<file path="config.mk">
export PLATFORM = sky130hd
export DESIGN_NAME = ion_sensor_arbiter
export DESIGN_NICKNAME = d
export VERILOG_FILES = /design/src/rtl/ion_sensor_arbiter.sv
export SDC_FILE = /design/constraint.sdc
export NUM_CORES = 1
export LEC_CHECK = 0
export CAP_MARGIN = 0
export CORE_MARGIN = 2
export CORE_UTILIZATION = 55
export DETAILED_ROUTE_END_ITERATION = 7
export GPL_ROUTABILITY_DRIVEN = 0
export PLACE_DENSITY_LB_ADDON = 0.2
export SLEW_MARGIN = 20
export SYNTH_ARGS = -nofsm -noshare
export SYNTH_HDL_FRONTEND = slang
export SYNTH_SLANG_ARGS = --single-unit
</file>
<file path="constraint.sdc">
create_clock -name clock -period 4.4 [get_ports clock]
set_clock_uncertainty 0.2 [all_clocks]
set_input_delay 0.66 -clock clock [delete_from_list [all_inputs] [get_ports clock]]
set_output_delay 0.66 -clock clock [all_outputs]
set_load 0.05 [all_outputs]
</file>
<file path="src/rtl/ion_sensor_arbiter.sv">
// Round-robin arbiter sharing the single ion-sensor read datapath among eight
// request streams, with overrun tracking and an optional WAIT timeout.
module ion_sensor_arbiter #(
    parameter logic [15:0] TIMEOUT  = 16'd50000,
    parameter logic [2:0]  FIRST_ID = 3'd0
) (
    input  logic       clock,
    input  logic       reset,
    input  logic [7:0] stream_active,
    input  logic [7:0] i_s_request,
    input  logic       sensor_done,
    input  logic       clear_overrun,
    output logic       issue,
    output logic [2:0] grant_id,
    output logic       busy,
    output logic [7:0] pending,
    output logic [7:0] overrun,
    output logic       timeout_err
);

    typedef enum logic [1:0] {IDLE, ISSUE, WAIT} state_t;

    state_t      state, state_nxt;
    logic [2:0]  grant_nxt;
    logic [2:0]  last, last_nxt;
    logic [15:0] timer, timer_nxt;
    logic        issue_nxt;
    logic        tout_nxt;
    logic [7:0]  grant_clear;
    logic [7:0]  pending_nxt;
    logic [7:0]  overrun_nxt;
    logic        found;
    logic [2:0]  pick;
    logic [2:0]  idx;

    // Scan last+1 .. last+8 so the stream granted most recently goes last.
    always_comb begin
        found = 1'b0;
        pick  = last;
        idx   = last;
        for (int off = 1; off <= 8; off++) begin
            idx = last + 3'(off);
            if (!found && pending[idx] && stream_active[idx]) begin
                found = 1'b1;
                pick  = idx;
            end
        end
    end

    // A request in the same cycle as its grant-clear keeps the bit set and is not an overrun.
    always_comb begin
        grant_clear = (state == ISSUE) ? (8'b1 << grant_id) : 8'b0;
        pending_nxt = stream_active & (i_s_request | (pending & ~grant_clear));
        overrun_nxt = (clear_overrun ? 8'b0 : overrun)
                    | (i_s_request & stream_active & pending & ~grant_clear);
    end

    always_comb begin
        state_nxt = state;
        grant_nxt = grant_id;
        last_nxt  = last;
        timer_nxt = timer;
        issue_nxt = 1'b0;
        tout_nxt  = 1'b0;
        case (state)
            IDLE: begin
                if (found) begin
                    grant_nxt = pick;
                    state_nxt = ISSUE;
                end
            end
            ISSUE: begin
                issue_nxt = 1'b1;
                timer_nxt = 16'd0;
                state_nxt = WAIT;
            end
            WAIT: begin
                // Done takes priority over a timeout landing on the same edge.
                if (sensor_done) begin
                    last_nxt  = grant_id;
                    state_nxt = IDLE;
                end else if ((TIMEOUT != 16'd0) && (timer == TIMEOUT - 16'd1)) begin
                    tout_nxt  = 1'b1;
                    last_nxt  = grant_id;
                    state_nxt = IDLE;
                end else begin
                    timer_nxt = timer + 16'd1;
                end
            end
            default: state_nxt = IDLE;
        endcase
    end

    always_ff @(posedge clock or posedge reset) begin
        if (reset) begin
            state       <= IDLE;
            grant_id    <= 3'd0;
            last        <= FIRST_ID - 3'd1;
            timer       <= 16'd0;
            issue       <= 1'b0;
            timeout_err <= 1'b0;
            pending     <= 8'd0;
            overrun     <= 8'd0;
        end else begin
            state       <= state_nxt;
            grant_id    <= grant_nxt;
            last        <= last_nxt;
            timer       <= timer_nxt;
            issue       <= issue_nxt;
            timeout_err <= tout_nxt;
            pending     <= pending_nxt;
            overrun     <= overrun_nxt;
        end
    end

    assign busy = (state != IDLE);

endmodule

</file>
* Word-level counts from Yosys, hierarchy flattened *
Cells that the tools add are included.

word-level totals
  ROM bits = 0
  memory bits (writable) = 0
  word-level logic and storage cells = 133
  latch bits = 0
  input port bits = 20
  memories kept = 0
  register bits = 42
  output and inout port bits = 22

operators by class
  div/mod/pow operators = 0
  reduce and logical (&&, ||, !) cells = 30
  $lt $le $gt $ge = 8
  equality and inequality tests = 7
  bitwise logic cells = 8
  mux-type cells = 63
  multipliers = 0
  shift-type cells = 1
  $add $sub $neg = 8

operator list
  operator                                                              count
  1-bit binary-select mux with 3-bit select                             16
  8-bit AND                                                             5
  3-bit by 4-bit < comparator with 1-bit output, second input constant  8
  16-bit 2-to-1 mux                                                     2
  16-bit one-hot mux with 2 select lines                                1
  3-bit 2-to-1 mux                                                      10
  1-bit 2-to-1 mux                                                      28
  16-bit by 1-bit adder with 16-bit output, second input constant       1
  16-bit == test, second input constant                                 1
  8-bit 2-to-1 mux                                                      2
  8-bit OR                                                              2
  1-bit logical AND                                                     15
  3-bit adder, second input constant                                    4
  8-bit NOT                                                             1
  1-bit by 3-bit << shifter with 8-bit output, first input constant     1
  1-bit logical NOT                                                     7
  3-bit by 2-bit adder with 3-bit output, second input constant         2
  2-bit 2-to-1 mux                                                      3
  2-bit inequality test, second input constant                          3
  2-bit one-hot mux with 3 select lines                                 1
  2-bit AND reduction                                                   3
  2-bit nonzero test                                                    3
  3-bit by 1-bit adder with 3-bit output, second input constant         1
  3-bit inequality test, second input constant                          1
  other kinds (4)                                                       4

* Logic depth before layout (Yosys ltp) *
Gate-level depths: netlist of the first run.

  depth after elaboration = 35
  gate-level depth with buffers = 14
  mapped depth without buffers = 10

* Worst setup path before layout of the first run *
OpenSTA, ideal clock, no wires.

  path kind = reg-to-reg
  start point = register last[0]
  end point = register grant_id[0]
  cell stages (with the launch flop) = 14
  path buffers = 4
  slack = 0.922 ns
  arrival time = 3.153 ns
  cell sequence = dfstp_2 -> buf_4 -> buf_6 -> buf_2 -> inv_1 -> ha_1 -> buf_4 -> nand4b_1 -> nand4_1 -> a2111oi_0 -> o2111a_2 -> nor3b_4 -> a21oi_2 -> mux2_4

between the ends
  cells in the longest elaborated chain, start to end = 34
  elaborated cells on any way between the ends = 78

ends and longest elaborated chain
  what                                       RTL line  text
  start: declaration                         25        logic [2:0] last, last_nxt;
  start signal: assignment                   98        last <= FIRST_ID - 3'd1;
  start signal: assignment                   107       last <= last_nxt;
  3-bit by 1-bit adder with 3-bit output     42        idx = last + 3'(off);
  1-bit binary-select mux with 3-bit select  43        if (!found && pending[idx] && stream_active[idx]) begin
  1-bit 2-to-1 mux (not written as such)     43
  1-bit logical AND                          43
  1-bit 2-to-1 mux                           43
  1-bit logical NOT                          43
  1-bit logical AND (2 in series)            43
  1-bit 2-to-1 mux                           43
  [... 15 more ...]                          --
  1-bit 2-to-1 mux                           43
  1-bit logical NOT                          43
  1-bit logical AND (2 in series)            43
  1-bit 2-to-1 mux                           43
  1-bit logical NOT                          43
  1-bit logical AND (2 in series)            43
  1-bit 2-to-1 mux                           43
  2-bit AND reduction (no line)              --
  end signal: assignment                     106       grant_id <= grant_nxt;
  end: declaration                           14        output logic [2:0] grant_id,

Parallel ways exist; a longest one is shown, timed or not. The select of a mux whose other input is x is not followed.
A chain may end at the register's enable or synchronous reset.

* Worst setup path in the final report of the first run *
  start point = register last[1]
  end point = register grant_id[0]

Same word-level chain as after synthesis.

==> summary.md, run 1 <==
| Metric | Value |
|---|---|
| P per Cell Area | `623 nW/µm²` |
| Post_cts resized | `0` |
| Crit-path max FO | `22` |
| F_max | `around 0.26 GHz` |
| Clk sinks | `42` |
| Worst slack, placed | `~0.65 ns` |
| Die extent in y | `76.2 µm` |
| Worst-Skew Late Latency | `~0.30 ns` |
| RSZ-0062 raised after global routing | `false` |
| CTS Root Cell | `clkbuf_8` |
| Final total power | `2.12 mW` |
| Reg-to-reg startpoint | `last[1]` |
| Library cells used by synthesis | `56` |
| Post-synth top area cell | `dfrtp_1` |
| CP endpoint kind | `register` |
| Count of pins over their slew limit | `0` |
| Relative slew slack | `54.9%` |
| Max_cap viols | `0` |
| Port Buf Inserts | `41` |
| NumNets Final | `about 360` |
| DRC viols | `0` |
| Layout cell share with drive strength beyond 1 | `under 10%` |
| Setup crit start kind | `register` |
| Flops & latches, synth | `between 40 and 50` |
| Reg clk slew, reported paths | `roughly 0.090 ns` |
| Post-synth EDFFs | `0` |
| Overall global routing resource usage | `between 20% and 30%` |
| Synth Net Count | `around 320` |
| Initial Utilization | `56.5%` |
| Largest net degree at the start of global routing | `43` |
| N_diodes | `0` |
| Final setup violation count | `0` |
| Worst EP arrival | `roughly 3.8 ns` |
| Hpwl dp | `around 5.2 mm` |
| Outcome | `finished clean` |
| CP Class | `reg -> reg` |
| Setup Total Neg Slack | `0 ns` |
| Cells after Synth | `between 200 and 300` |
| Hold Fails Final Rpt | `0` |
| Synth top area share | `34.1%` |
| CTS tree | `yes` |
| Syn Area/Cell | `about 9.7 µm²` |
| Min-delay src | `timer[15]` |
| Vias | `2530` |
| Pleak | `between 1 and 1.5 nW` |
| Die ar. | `about 5800 µm²` |
| Hold bufs inserted after CTS | `0` |
| Num ports | `between 40 and 50` |
| Vias in the first global route | `between 2000 and 2500` |
| Routed vias/inst | `6.22` |
| Sequential area share after synthesis | `around 37%` |
| Hold WC Path Type | `reg -> reg` |
| Die Span X | `~76 µm` |
| Hold WS | `roughly 0.28 ns` |
| Starting DRT DRC Count | `between 200 and 300` |
| Tmin final | `~3.8 ns` |
| Cell area after synthesis | `~2900 µm²` |
| IR drop worst, VDD | `0.339 mV` |
| Antenna viol nets, final | `0` |
| Ranking of synthesized cells by area | `dfrtp_1 34%, mux4_2 6.3%, nand2_1 5.1%, o21a_1 5.0%, mux2i_1 3.8%` |
| Total gr overflow | `0` |
| Core ar. | `between 5000 and 6000 µm²` |
| Most frequent cells after synthesis | `39 x dfrtp_1, 39 x nand2_1, 19 x o21a_1` |
| Deepest clock path buffer count | `2` |
| Drt pass-1 iters | `7` |
| Final Worst Setup Slack | `0.582 ns` |
| Async set-reset flop share out of synthesis | `100%` |
| Post-CTS setup buffer count | `0` |
| Main synth FF type | `dfrtp_1` |
| First-pass GRT wire length | `between 10 and 15 mm` |
| Area Overhead vs Synth | `18.6%` |
| Crit path from | `last[1]` |
| Std cell rows | `26` |
| Slew of the pin with the lowest slew margin | `~0.68 ns` |
| Worst Path Required | `around 4.4 ns` |
| CTS H-tree depth | `2` |
| Initial antenna violation count | `0` |
| Num CTS Buffers | `5` |
| Avg WL per Cell | `17.3 µm` |
| Final period util | `between 80 and 90%` |
| Routed Wire Length | `around 7.0 mm` |
| Ys Warns | `0` |
==> path summary, 6_finish.rpt <==
check | end | slack (ns) | depth (start not counted)
worst max-delay path | grant_id[0] | 0.58 | 9
worst min-delay path | timer[15] | 0.28 | 1
worst max register to register | grant_id[0] | 0.58 | 9
worst min register to register | timer[15] | 0.28 | 1
max in group asynchronous | overrun[7] | 3.05 | 3
min in group asynchronous | timer[0] | 0.57 | 3
==> power by group <==
part	total [mW]	switching, mW	internal, mW
Combinational	1.28	0.729	0.553
Sequential	0.571	0.107	0.463
Clock	0.266	0.152	0.114
Total	2.12	0.988	1.13
==> cells by family (layout without fill, tap and decap cells) <==
family,Yosys count,in the layout,synth area share (%)
buf+inv,24,65,4.50
xor+xnor,9,9,3.01
simple gates,119,119,22.4
fa+ha+maj,3,3,1.31
flops,42,42,36.8
mux,24,24,12.8
compound gates,75,75,19.3
==> flip-flops by register name, summed over array words and instances, names as in the netlist <==
register	count
timer	16
overrun	8
pending	8
grant_id	3
last	3
state	2
issue	1
timeout_err	1
==> cells in the final DEF, fill, tap and decap left out, types with 4 or more instances in the layout <==
master	instances
clkbuf_8	5
o21a_1	19
o21ai_0	16
dfrtp_1	39
o211ai_1	4
mux2i_1	11
xor2_1	4
nand2b_1	10
a21boi_0	4
a32o_1	7
xnor2_1	4
nand3_1	13
clkdlybuf4s50_1	41
inv_1	11
a21oi_1	5
and2_1	4
nand4b_1	6
nand2_1	39
mux4_2	8
nand4_1	10
nor2_1	17
==> per-layer routing <==
metal  routed length, µm  part of all wire [%]  up-vias  track usage [%]
met5                   0                     0        -                0
met4                  97                   1.4        0             7.27
met3                 444                   6.3       11             4.50
met2                3270                    46       91             39.0
met1                3220                    46     1235             36.6
li1                    -                     -     1193                -
==> metrics by stage <==
| step | cells | util (%) | instance area [µm²] |
|---|---|---|---|
| final | 407 | 67.0 | 3400 |
| after global routing | 407 | 67.0 | 3400 |
| after CTS | 407 | 67.0 | 3400 |
| after detailed placement | 399 | 65.2 | 3310 |
| after global placement | 399 | 65.2 | 3310 |
| after floorplan | 296 | - | 2870 |
==> critical path, stage by stage, from the launching register on <==
cell       delay [ns]
dfstp_2          0.76
inv_6            0.08
ha_1             0.73
nand4bb_1        0.24
a41oi_1          0.20
a2111oi_0        0.46
o2111a_2         0.35
nor3b_4          0.25
a21oi_2          0.12
mux2_4           0.31
==> area by class of cell <==
| cell class | count | area, µm² |
|---|---|---|
| Clock inverter | 3 | 23.8 |
| Clock buffer | 5 | 68.8 |
| Fill cell | 415 | 1680 |
| Inverter | 14 | 57.6 |
| Timing Repair Buffer | 43 | 425 |
| Sequential cell | 42 | 1050 |
| Multi-Input combinational cell | 230 | 1680 |
| Tap cell | 70 | 87.6 |
Power figures use the tool's default switching activity.
==> run 2, diff against run 1 <==
--- a/config.mk
+++ b/config.mk
@@ -5,8 +5,9 @@
 export SDC_FILE = /design/constraint.sdc
 export NUM_CORES = 1
 export LEC_CHECK = 0
+export ABC_AREA = 1
 export CAP_MARGIN = 0
-export CORE_MARGIN = 2
+export CORE_MARGIN = 3
 export CORE_UTILIZATION = 55
 export DETAILED_ROUTE_END_ITERATION = 7
 export GPL_ROUTABILITY_DRIVEN = 0
==> run 2 against run 1 <==
Critical endpoint unchanged; critical path type unchanged; cell count grew 25%; largest cell class unchanged; synthesized cell count grew 36%; global-route usage increased by 0.29 points; total power up 28%; via count is 7.7% higher; core utilization increased by 3.6 points; register-to-register slack gained 0.77 ns; wire length fell by 0.80%; sequential power rose by 3%; sequential share of layout area is 0.39 points lower; area after synthesis grew 0.35%; clock power grew 37%.
==> summary.md, run 2 <==
| Metric | Value |
|---|---|
| Post_cts resized | `0` |
| Largest net degree at the start of global routing | `43` |
| N_diodes | `0` |
| Post-synth EDFFs | `0` |
| Regs by FF count | `timer (16), overrun (8), pending (8)` |
| Deepest clock path buffer count | `2` |
| Starting DRT DRC Count | `around 240` |
| CP Class | `reg -> reg` |
| Tmin final | `between 3 and 4 ns` |
| Std cell rows | `25` |
| Post-CTS setup buffer count | `0` |
| Syn Area/Cell | `around 7.2 µm²` |
| Synth Net Count | `between 400 and 500` |
| First-pass GRT wire length | `around 12 mm` |
| Async set-reset flop share out of synthesis | `100%` |
| Vias | `between 2000 and 3000` |
| Final setup violation count | `0` |
| Final Worst Setup Slack | `1.36 ns` |
| Worst slack, placed | `1.39 ns` |
| Die extent in y | `roughly 78 µm` |
| Hold WS | `around 0.33 ns` |
| Count of pins over their slew limit | `0` |
| Drt pass-1 iters | `5` |
| DP Area | `roughly 3300 µm²` |
| P per Cell Area | `784 nW/µm²` |
| Area Overhead vs Synth | `19.8%` |
| Pleak | `~1.6 nW` |
| Worst Path Required | `roughly 4.4 ns` |
| Clk sinks | `42` |
| Initial antenna violation count | `0` |
| Hpwl dp | `~5.5 mm` |
| Final total power | `2.70 mW` |
| Die ar. | `6130 µm²` |
| Filler instances | `approximately 410` |
| # placed instances | `around 500` |
| Overall global routing resource usage | `between 20% and 30%` |
| Library cells used by synthesis | `35` |
| Hold Fails Final Rpt | `0` |
| CTS Root Cell | `clkbuf_8` |
| Antenna viol nets, final | `0` |
| DRC viols | `0` |
| Initial Utilization | `between 50 and 60%` |
| Setup Total Neg Slack | `0 ns` |
| CP bufs+invs | `4` |
| CP endpoint kind | `register` |
| Routed Wire Length | `~7 mm` |
| IR drop worst, VDD | `0.361 mV` |
| Port Buf Inserts | `41` |
| Sequential area share after synthesis | `36.7%` |
| Hold WC Path Type | `reg -> reg` |
| Crit-path max cell delay | `~0.71 ns` |
| Crit-path max FO | `14` |
| Commonest non-fill, non-tap cell in the layout | `nand2_1` |
| Worst EP arrival | `3.03 ns` |
| Num CTS Buffers | `5` |
| NumNets Final | `around 470` |
| Setup crit start kind | `register` |
| Most frequent cells in the layout | `106 x nand2_1, 67 x inv_1, 55 x nand3_1` |
| Total gr overflow | `0` |
| Cell area after synthesis | `between 2000 and 3000 µm²` |
| F_max | `around 0.33 GHz` |
| Reg clk slew, reported paths | `~0.090 ns` |
| Max FFs per register | `16` |
| Synth top area share | `33.9%` |
| Family with the most delay on the worst path | `simple AND/OR/NAND/NOR gates` |
| Most frequent cells after synthesis | `106 x nand2_1, 67 x inv_1, 55 x nand3_1` |
| Cells after Synth | `approximately 400` |
| Slowest CP cell | `dfstp_2` |
| CTS tree | `yes` |
| RSZ-0062 raised after global routing | `false` |
| CTS H-tree depth | `2` |
| Finished Layout Cells | `between 500 and 600` |
| Post-synth top area cell | `dfrtp_1` |
| Vias in the first global route | `around 2700` |
| Outcome | `finished clean` |
| Ranking of synthesized cells by area | `dfrtp_1 34%, nand2_1 14%, nand3_1 9.6%, inv_1 8.7%, nand3_2 3.5%` |
| Relative slew slack | `between 60% and 70%` |
| Hold bufs inserted after CTS | `0` |
| Cell with the most instances after synthesis | `nand2_1` |
| Main synth FF type | `dfrtp_1` |
| Design Area, Final | `between 3000 and 4000 µm²` |
| Worst-Skew Late Latency | `0.29 ns` |
| Core ar. | `a little under 5000 µm²` |
| Die Span X | `just under 80 µm` |
| Routed vias/inst | `around 5.3` |
| Post-route core utilization | `70.6%` |
| Slew of the pin with the lowest slew margin | `approximately 0.52 ns` |
| Flops & latches, synth | `42` |
| Ys Warns | `0` |
| Layout cell share with drive strength beyond 1 | `about a tenth` |
| Max_cap viols | `0` |
| Avg WL per Cell | `~14 µm` |
| Final period util | `69.2%` |
| Most flops, register | `timer` |
| Num ports | `between 40 and 50` |
| CP Cell Sequence | `inv_1, ha_1, inv_2, nand3_1, nand3_2, nand2_2, nor2_8, nand2_2, inv_2, nand3_2, nor2_2, nand3_2, nand2_2, inv_2, nand2_1, nand2_1` |
-- run 2: cell types whose count changed after synthesis, moves of 11 or more --
cell	change
nand2_1	+67
inv_1	+55
nand3_1	+42
a21oi_1	+12
o21a_1	-19
mux2i_1	-11
-- run 2: per-layer routing --
layer	track usage [%]	part of all wire (%)	vias to the layer above	wire length, µm
met4	7.69	1.6	0	112
met2	46.5	53	65	3710
met1	30.3	41	1271	2850
met5	0	0	-	0
met3	4.70	4.3	14	298
li1	-	-	1375	-
-- run 2: area by class of cell --
type | count | area [µm²] | share of cell area, %
tap | 67 | 83.8 | 2.43
multi-input combinational | 277 | 1470 | 42.6
inverter | 74 | 283 | 8.21
timing repair buffer | 42 | 418 | 12.1
clock inverter | 3 | 68.8 | 2.00
clock buffer | 5 | 68.8 | 2.00
sequential | 42 | 1050 | 30.6
-- run 2: logic make-up (layout without fill, tap and decap cells) --
kind of cell	count (synthesis)	in the layout	share of synthesized area, %
xor+xnor	7	7	3.05
compound gates	49	49	9.88
buf+inv	83	124	12.3
simple gates	218	218	36.8
flops	42	42	36.7
fa+ha+maj	3	3	1.31
-- run 2: power breakdown --
part	internal (mW)	switching, mW
Clock	0.227	0.138
Combinational	0.564	1.19
Sequential	0.468	0.118
Total	1.26	1.44
-- run 2: worst paths after layout --
| path | endpoint | slack (ns) | cells past startpoint | start |
|---|---|---|---|---|
| setup / recovery | grant_id[0] | 1.36 | 16 | last[1] |
| hold / removal | overrun[4] | 0.33 | 2 | overrun[4] |
| setup reg to reg | grant_id[0] | 1.36 | 16 | last[1] |
| hold reg to reg | overrun[4] | 0.33 | 2 | overrun[4] |
| max in group asynchronous | last[0] | 3.04 | 3 | reset |
| min in group asynchronous | timer[11] | 0.59 | 3 | reset |
-- run 2: worst register-to-register path, cell delays in order, from the launching register on --
cell and delay (ns):
dfstp_2 0.71, inv_1 0.24, ha_1 0.45, inv_2 0.14, nand3_1 0.13, nand3_2 0.12, nand2_2 0.12, nor2_8 0.17
nand2_2 0.07, inv_2 0.06, nand3_2 0.07, nor2_2 0.09, nand3_2 0.08, nand2_2 0.11, inv_2 0.05, nand2_1 0.07
nand2_1 0.06
==> run 3, diff against run 2 <==
--- a/config.mk
+++ b/config.mk
@@ -8,7 +8,7 @@
 export ABC_AREA = 1
 export CAP_MARGIN = 0
 export CORE_MARGIN = 3
-export CORE_UTILIZATION = 55
+export CORE_UTILIZATION = 50
 export DETAILED_ROUTE_END_ITERATION = 7
 export GPL_ROUTABILITY_DRIVEN = 0
 export PLACE_DENSITY_LB_ADDON = 0.2
==> constraint.sdc (replaced) <==
create_clock -name clock -period 2.45 [get_ports clock]
set_clock_uncertainty 0.2 [all_clocks]
set_input_delay 0.3675 -clock clock [delete_from_list [all_inputs] [get_ports clock]]
set_output_delay 0.3675 -clock clock [all_outputs]
set_load 0.05 [all_outputs]
==> run 3 against run 2 <==
The flow now finishes with violations (negative setup slack); combinational power rose by 120%; fmax rose by 23%; clock-buffer cell count did not move; clock power rose by 50%; flip-flop and latch count did not move; worst setup slack got worse by 1.4 ns; global-route usage fell by 2.6 points; largest power group unchanged; highest routed layer unchanged.
==> summary.md, run 3 (synthesized netlist as in run 2, its figures left out) <==
| Metric | Value |
|---|---|
| Starting DRT DRC Count | `208` |
| CTS Root Cell | `clkbuf_8` |
| Num CTS Buffers | `5` |
| DP Area | `3430 µm²` |
| Violated checks | `negative setup slack` |
| Register area | `1050 µm²` |
| Core ar. | `around 5300 µm²` |
| Deepest clock path buffer count | `2` |
| RSZ-0062 raised after global routing | `true` |
| Largest net degree at the start of global routing | `43` |
| Std cell rows | `26` |
| Most flops, register | `timer` |
| CTS tree | `yes` |
| CTS H-tree depth | `2` |
| Routed vias/inst | `around 5.3` |
| Vias | `2778` |
| DRC viols | `0` |
| Max FFs per register | `16` |
| Design Area, Final | `~3700 µm²` |
| N_diodes | `0` |
| Hold Fails Final Rpt | `0` |
| Port Buf Inserts | `41` |
| Die Span X | `81.8 µm` |
| Crit-path max FO | `6` |
| Final Worst Setup Slack | `-0.0196 ns` |
| Hold WS | `roughly 0.29 ns` |
| Count of pins over their slew limit | `0` |
| Multi-input gate area | `between 1500 and 2000 µm²` |
| Relative slew slack | `roughly 64%` |
| Initial Utilization | `a little over half` |
| Overall global routing resource usage | `between 20% and 30%` |
| Worst Path Required | `~2.4 ns` |
| Layout cell share with drive strength beyond 1 | `approximately 17%` |
| Total gr overflow | `0` |
| Die extent in y | `81.8 µm` |
| Worst-Skew Late Latency | `around 0.3 ns` |
| Commonest non-fill, non-tap cell in the layout | `nand2_1` |
| NumNets Final | `slightly below 500` |
| CP endpoint kind | `register` |
| Die ar. | `approximately 6700 µm²` |
| Routed Wire Length | `7.15 mm` |
| Avg WL per Cell | `between 10 and 15 µm` |
| Final period util | `101%` |
| Num ports | `42` |
| Crit path from | `last[0]` |
| Vias in the first global route | `roughly 2700` |
| First-pass GRT wire length | `roughly 12 mm` |
| CP Class | `reg -> reg` |
| Antenna viol nets, final | `0` |
| Most frequent cells in the layout | `102 x nand2_1, 66 x inv_1, 47 x nand3_1` |
| Hold WC Path Type | `in -> async` |
| Pleak | `about 1.7 nW` |
| Final setup violation count | `1` |
| Worst EP arrival | `roughly 2.5 ns` |
| Drt pass-1 iters | `5` |
| Clk sinks | `42` |
| Hpwl dp | `5.49 mm` |
| Reg clk slew, reported paths | `0.08 ns` |
| Regs by FF count | `timer (16), overrun (8), pending (8)` |
| Slew of the pin with the lowest slew margin | `~0.54 ns` |
| Initial antenna violation count | `0` |
| Outcome | `finished with violations` |
| F_max | `roughly 0.40 GHz` |
| Post-route core utilization | `between 60% and 70%` |
| Area Overhead vs Synth | `28.3%` |
| Setup Total Neg Slack | `-0.0196 ns` |
| # placed instances | `517` |
| Max_cap viols | `0` |
| Filler instances | `460` |
| P per Cell Area | `1450 nW/µm²` |
| Reg-to-reg startpoint | `last[0]` |
| Setup crit start kind | `register` |
| Finished Layout Cells | `529` |
| Tmin final | `between 2 and 2.5 ns` |
| IR drop worst, VDD | `just over 0.7 mV` |
-- run 3: cell types whose count changed in the layout (fill, tap and decap cells not counted), sizes merged --
cell,delta
buf,+16
clkinv,+1
bufinv,-1
-- run 3: path summary, 6_finish.rpt --
path	to	slack, ns	depth (start not counted)
worst max-delay path	grant_id[1]	-0.02	16
worst min-delay path	overrun[6]	0.29	3
worst max register to register	grant_id[1]	-0.02	16
worst min register to register	timer[0]	0.33	1
max in group asynchronous	last[0]	1.36	3
min in group clock	timer[0]	0.33	1
-- run 3: layer usage --
| layer | GRT usage, % | part of all wire, % |
|---|---|---|
| met2 | 42.2 | 52 |
| met1 | 26.8 | 42 |
| met3 | 4.61 | 4.4 |
| met4 | 6.15 | 1.5 |
| met5 | 0 | 0 |
-- run 3: final cells by class --
cell class	count	area share, %
Clock buffer	5	1.87
Clock inverter	3	1.09
Inverter	74	7.80
Multi-Input combinational cell	277	43.6
Sequential cell	42	28.6
Tap cell	70	2.37
Timing Repair Buffer	58	14.7
-- run 3: critical path: stages, from the launching register on --
cell and delay, ns:
dfstp_2 0.63, inv_6 0.05, ha_4 0.29, inv_6 0.10
nand3_4 0.09, nand3_4 0.11, nand2_4 0.08, nor2_8 0.17
nand3_4 0.08, nor2_4 0.14, nand3_4 0.10, nand2_1 0.07
inv_1 0.04, nand2_1 0.05, nand2_1 0.05, nand2_1 0.06
nand2_1 0.05
-- run 3: timing repair --
| item | CTS | global route |
|---|---|---|
| setup buffers | 0 | 4 |
| resized for setup | 0 | 23 |
| hold buffers | 0 | 0 |
| setup endpoints to repair | 0 | 4 |
-- run 3: per-stage QoR --
stage	setup WS, ns	power [mW]
after floorplan	-0.0251	3.66
after global placement	0.0129	4.32
after detailed placement	-0.0229	4.38
after CTS	0.0243	4.94
after global routing	-0.163	5.84
final	-0.0196	5.35
-- run 3: power by group --
group	switching (mW)	internal [mW]	leakage, nW
clock	0.245	0.300	0.0579
sequential	0.160	0.839	0.548
combinational	2.41	1.40	1.13
total	2.82	2.53	1.74
